[config.mk]
export PLATFORM = sky130hd
export DESIGN_NAME = mm_result_streamer
export DESIGN_NICKNAME = d
export VERILOG_FILES = /design/src/rtl/mm_result_streamer.sv
export SDC_FILE = /design/constraint.sdc
export NUM_CORES = 1
export LEC_CHECK = 0
export ABC_AREA = 1
export CAP_MARGIN = 40
export CORE_ASPECT_RATIO = 1.2
export CORE_MARGIN = 2
export CORE_UTILIZATION = 35
export CTS_BUF_LIST = sky130_fd_sc_hd__clkbuf_16
export DETAILED_ROUTE_END_ITERATION = 16
export PLACE_DENSITY = 0.58
export SLEW_MARGIN = 20
export SYNTH_ARGS = -nofsm -noshare
export SYNTH_HDL_FRONTEND = slang
export SYNTH_SLANG_ARGS = --single-unit
[constraint.sdc]
create_clock -name clk -period 2.6 [get_ports clk]
set_input_delay 0.78 -clock clk [delete_from_list [all_inputs] [get_ports clk]]
set_output_delay 0.78 -clock clk [all_outputs]
set_load 0.1 [all_outputs]
[src/rtl/mm_result_streamer.sv]
// Walks the 2x2 result of matrix_multiply via sel_out, captures each 17-bit entry
// and streams it LSB-first as three bytes over a valid/ready byte interface.
module mm_result_streamer #(
    parameter int SETTLE_CYCLES = 1    // legal range 1..15
) (
    input  logic        clk,
    input  logic        reset,
    input  logic        start,
    input  logic [16:0] mm_out,
    output logic [1:0]  sel_out,
    output logic [7:0]  byte_out,
    output logic        byte_valid,
    input  logic        byte_ready,
    output logic        busy,
    output logic        done
);

    typedef enum logic [1:0] {
        S_IDLE,
        S_SELECT,
        S_CAPTURE,
        S_SEND
    } state_t;

    localparam logic [3:0] SETTLE_LAST = 4'(SETTLE_CYCLES - 1);

    state_t      r_state;
    logic [1:0]  r_index;
    logic [3:0]  r_settle;
    logic [23:0] r_shift;
    logic [1:0]  r_byte_cnt;
    logic [1:0]  r_sel;
    logic        r_valid;
    logic        r_busy;
    logic        r_done;

    state_t      w_state_next;
    logic [1:0]  w_index_next;
    logic [3:0]  w_settle_next;
    logic [23:0] w_shift_next;
    logic [1:0]  w_byte_cnt_next;
    logic [1:0]  w_sel_next;
    logic        w_valid_next;
    logic        w_busy_next;
    logic        w_done_next;
    logic        w_accept;

    assign w_accept = r_valid && byte_ready;

    always_ff @(posedge clk or negedge reset) begin
        if (!reset) begin
            r_state    <= S_IDLE;
            r_index    <= 2'd0;
            r_settle   <= 4'd0;
            r_shift    <= 24'd0;
            r_byte_cnt <= 2'd0;
            r_sel      <= 2'd0;
            r_valid    <= 1'b0;
            r_busy     <= 1'b0;
            r_done     <= 1'b0;
        end else begin
            r_state    <= w_state_next;
            r_index    <= w_index_next;
            r_settle   <= w_settle_next;
            r_shift    <= w_shift_next;
            r_byte_cnt <= w_byte_cnt_next;
            r_sel      <= w_sel_next;
            r_valid    <= w_valid_next;
            r_busy     <= w_busy_next;
            r_done     <= w_done_next;
        end
    end

    always_comb begin
        w_state_next    = r_state;
        w_index_next    = r_index;
        w_settle_next   = r_settle;
        w_shift_next    = r_shift;
        w_byte_cnt_next = r_byte_cnt;
        w_sel_next      = r_sel;
        w_valid_next    = r_valid;
        w_busy_next     = r_busy;
        w_done_next     = 1'b0;

        case (r_state)
            S_IDLE: begin
                if (start) begin
                    w_state_next  = S_SELECT;
                    w_index_next  = 2'd0;
                    w_settle_next = 4'd0;
                    w_sel_next    = 2'd0;
                    w_busy_next   = 1'b1;
                end
            end
            S_SELECT: begin
                if (r_settle == SETTLE_LAST) begin
                    w_state_next  = S_CAPTURE;
                    w_settle_next = 4'd0;
                end else begin
                    w_settle_next = r_settle + 4'd1;
                end
            end
            S_CAPTURE: begin
                w_shift_next    = {7'd0, mm_out};
                w_byte_cnt_next = 2'd0;
                w_valid_next    = 1'b1;
                w_state_next    = S_SEND;
            end
            S_SEND: begin
                if (w_accept) begin
                    // Three shifts empty the register, so byte_out idles at zero.
                    w_shift_next    = {8'd0, r_shift[23:8]};
                    w_byte_cnt_next = r_byte_cnt + 2'd1;
                    if (r_byte_cnt == 2'd2) begin
                        w_valid_next = 1'b0;
                        if (r_index == 2'd3) begin
                            w_state_next = S_IDLE;
                            w_sel_next   = 2'd0;
                            w_busy_next  = 1'b0;
                            w_done_next  = 1'b1;
                        end else begin
                            w_index_next  = r_index + 2'd1;
                            w_sel_next    = r_index + 2'd1;
                            w_settle_next = 4'd0;
                            w_state_next  = S_SELECT;
                        end
                    end
                end
            end
            default: begin
                w_state_next = S_IDLE;
            end
        endcase
    end

    assign sel_out    = r_sel;
    assign byte_out   = r_shift[7:0];
    assign byte_valid = r_valid;
    assign busy       = r_busy;
    assign done       = r_done;

endmodule
* Yosys cells after proc, flatten, opt, wreduce, memory -nomap -nowiden
Index checks and enable logic that the tools add are counted.
Storage, ports and cells: register bits 39, output and inout bits 13, bits of input ports 21
Operators by class: add/subtract/negate cells 3, equal/unequal tests 11, reduce and logical (&&, ||, !) cells 13, muxes and demuxes 37
Operators with widths (count):
- $pmux W24 S2 | 1
- $mux W2 | 12
- $mux W24 | 1
- $mux W4 | 5
- $reduce_and A5 Y1 | 3
- $ne A2 B2 Y1 const B | 6
- $pmux W2 S2 | 3
- $pmux W4 S3 | 1
- $mux W1 | 11
- $eq A2 B2 Y1 const B | 4
- $pmux W2 S4 | 1
- $reduce_and A4 Y1 | 2
- $add A2 B1 Y2 const B | 2
- $add A4 B1 Y4 const B | 1
- $logic_not A4 Y1 | 1
- $pmux W1 S2 | 2
- $reduce_bool A2 Y1 | 2
- $reduce_and A3 Y1 | 1
- $reduce_bool A3 Y1 | 1
- $eq A2 B1 Y1 const B | 1
- $logic_not A2 Y1 | 1
- $reduce_and A2 Y1 | 1
- $logic_and A1 B1 Y1 | 1

* Logic depth before layout (Yosys ltp)
depth in word-level cells 5, mapped depth 9

* Worst setup path before layout
Ideal clock, no wire load.
path type reg-to-reg, start reg r_valid, in the netlist byte_valid, end reg r_shift[10], buffers on the path 2, stages on the path, launching flop included 7, data arrival time 1.697 ns, required time 2.526 ns, setup time 0.074 ns, setup slack 0.829 ns, cell sequence dfrtp_1 > nand2_1 > o21ai_2 > buf_6 > buf_12 > nand3_2 > o21ai_2
Between the ends: longest elaborated chain between the ends 3
Ends and longest elaborated chain:
- start: declaration | RTL line 33 | logic r_valid;
- start signal: assignment | RTL line 68 | r_valid <= w_valid_next;
- $logic_and A1 B1 Y1 | RTL line 48 | assign w_accept = r_valid && byte_ready;
- $ne A2 B2 Y1 (no line)
- $reduce_and A2 Y1 (no line)
- end signal: assignment | RTL line 65 | r_shift <= w_shift_next;
- end: declaration | RTL line 30 | logic [23:0] r_shift;
No other way between the ends. A chain may end at the register's enable or synchronous reset.

* Worst setup path in the final report
start in byte_ready, end reg r_settle[0]
Between the ends: longest elaborated chain between the ends 3
Ends and longest elaborated chain:
- start: declaration | RTL line 13 | input logic byte_ready,
- $logic_and A1 B1 Y1 | RTL line 48
- $ne A2 B2 Y1 (no line)
- $reduce_and A5 Y1 (no line)
- end signal: assignment | RTL line 64 | r_settle <= w_settle_next;
- end: declaration | RTL line 29 | logic [3:0] r_settle;
No other way between the ends.

==> qor.yml <==
outcome: "finished, final reports clean"
crit_fanout: 10
rsz0062_at_grt: "no"
synthTopCellsByCount: "nand2_1, dfrtp_1, inv_1"
initial_utilization_pct: 35.8
synth_flop_cell: "dfrtp_1"
n_fill_cell: 520
rrSetupSlack_ns: 0.86
avgSynthCellArea_sq_um: 8.65
layout_setup_ws_ns: 0.822
required_ns: 2.74
viasPerCell: 4.62
setup_tns_ns: 0
ctsHoldBuffers: 0
rr_worst_depth: 7
antenna_found_initial: 0
boundaryPins: 34
synth-seq-cells: 32
dp_hpwl_mm: 2.36
rr_startpoint: "r_state[0]"
timing.final.crit_share_pct: 68.4
synth-simple-area-share_pct: 23.3
tritoncts: "built"
htreeDepth: 2
crit_arrival_ns: 1.92
grt_pass1_wl_mm: 5.92
timing.final.hold_violations: 0
grt_overflow_total: 0
cts_root_buf: "clkbuf_16"
wl_per_cell_um: 11.4
period_needed_ns: 1.78
synth.area.mux_share_pct: 0
insertion_delay_ns: 0.27
clkTransAtPathRegs_ns: 0.05
final_antenna_net_count: 0
ys_types: 23
synth_xor_xnor_area_share_pct: 0.469
drt-total-wl_mm: 3.45
drc_errors: 0
drt_iter0_markers: 104
coreArea_sq_mm: 0.00523
setup_viol: 0
power.density_mw_per_mm2: 1400
cp-start-kind: "primary input"
clock.fmax_ghz: 0.563
synth_fa_ha_area_share_pct: 7.37
drv_slew: 0
yosys_warnings: 0
synth.area.top_cells: "dfrtp_1, nand2_1, ha_1"
cts_setup_buffers: 0
hold_path_class: "reg2reg"
numCtsBuffers: 5
place_congestion: 0.780
dpl_worst_slack_ns: 0.535
hold-path-endpoint: "busy"
antenna_cells: 0
cap_viol_max_count: 0
num_vias: 1404
track_usage_pct: 12.5
min_path_cells: 2
cts-root-to-sink-buffers: 2
peakVddDrop_mv: 0.710
critical_path_class: "in2reg"
die_y_um: 84.0
finClkSkew_ns: 0.00402
synth_top_cell_area_share_pct: 42.9
port_buffers: 33
dpl.cell_count: 297
synth_top_family_by_area: "simple AND/OR/NAND/NOR gates"
syn_to_final_growth_pct: 21.1
fp.dieArea_sq_mm: 0.00594
synth_cells: 216
drive_gt1_share_pct: 18.2
synth_compound_area_share_pct: 13.0
synthMostInstantiatedCell: "nand2_1"
synth-seq-area-share_pct: 42.9
fin_util_pct: 43.3
slew_headroom_pct: 63.4
grt_start_max_net_pins: 39
worst_pin_slew_ns: 0.548
synth_edf_count: 0
synth_top_area_cell: "dfrtp_1"
instances_no_fill: 304
drt_pass1_iterations: 4
synth_fp_nets: 248
leakage_nw: 1.11
nets: 274
min_from: "busy"
clock_sinks: 32
die_x_um: 70.7
startpoint: "byte_ready"
grt_pass1_vias: 1310
reg2reg_to: "busy"
num_rows: 29
async_flop_share_pct: 100
post_cts_resized: 0
syn_area_sq_mm: 0.00187
worstSetupEndpointType: "flip-flop"
per-stage QoR:
step	hold slack, ns	area (sq um)	power (W)
3_5_place_dp	0.469	2130	0.00267
3_3_place_gp	0.464	2130	0.00266
5_1_grt	0.516	2260	0.00342
2_1_floorplan	0.470	1870	0.00247
6_report	0.476	2260	0.00318
4_1_cts	0.482	2260	0.00322
worst max-delay path: stages:
cell and delay [ns]:
clkdlybuf4s50_1 0.45, nand2_1 0.12, nand2_1 0.10, nand2_2 0.14, nor2_2 0.22, o21ai_0 0.11
where the power goes:
part	switching [W]	internal [W]	total (W)
sequential	0.000112	0.000697	0.000809
clock	0.000186	0.000341	0.000527
combinational	0.00134	0.000497	0.00184
total	0.00164	0.00153	0.00318
placed cells by master (no fill, tap or decap), drive strengths merged:
| cell type | instances |
|---|---|
| clkdlybuf4s50 | 20 |
| a21oi | 9 |
| nand2 | 54 |
| nor3 | 2 |
| clkbuf | 5 |
| clkinv | 2 |
| o21ai | 20 |
| inv | 25 |
| ha | 11 |
| xnor2 | 1 |
| nand4 | 1 |
| nor2 | 19 |
| dfrtp | 32 |
| buf | 15 |
| nand3 | 18 |
| o21a | 8 |
state kept, by name (all words and copies together), names as in the netlist:
name	flops
busy	1
r_byte_cnt	2
done	1
r_state	2
r_settle	4
byte_valid	1
sel_out	2
r_index	2
r_shift	17
kinds of logic (layout without fill, tap and decap cells):
kind of cell | after synthesis | in the layout
buffers and inverters | 41 | 67
AOI/OAI and AO/OA | 37 | 37
DFF | 32 | 32
adders and majority gates | 11 | 11
xor gates and xnor gates | 1 | 1
and+or+nand+nor | 94 | 94
per-layer routing:
| metal | track usage [%] | routed length, um | part of all wire, % | up-vias |
|---|---|---|---|---|
| li1 | - | - | - | 729 |
| met1 | 16.9 | 1690 | 49 | 637 |
| met2 | 19.0 | 1530 | 44 | 32 |
| met3 | 3.50 | 181 | 5.2 | 6 |
| met4 | 4.63 | 55 | 1.6 | 0 |
| met5 | 0 | 0 | 0 | - |
layout make-up:
cell class                 instances  area (sq um)  area share [%]
timing repair buffer              35           325            14.4
inverter                          25          93.8            4.15
tap                               62          77.6            3.43
clock inverter                     2          7.51           0.332
multi-input combinational        143           832            36.8
clock buffer                       5           125            5.53
sequential                        32           801            35.4
worst max path at each step:
| stage | endpoint | slack (ns) |
|---|---|---|
| 3_5_place_dp | r_settle[0] | 0.54 |
| 5_1_grt | busy | 0.66 |
| 2_1_floorplan | r_shift[10] | 0.83 |
| 4_1_cts | r_settle[0] | 0.82 |
| 3_3_place_gp | r_state[1] | 0.58 |
| 6_report | r_settle[0] | 0.82 |
(Power assumes the default switching activity.)
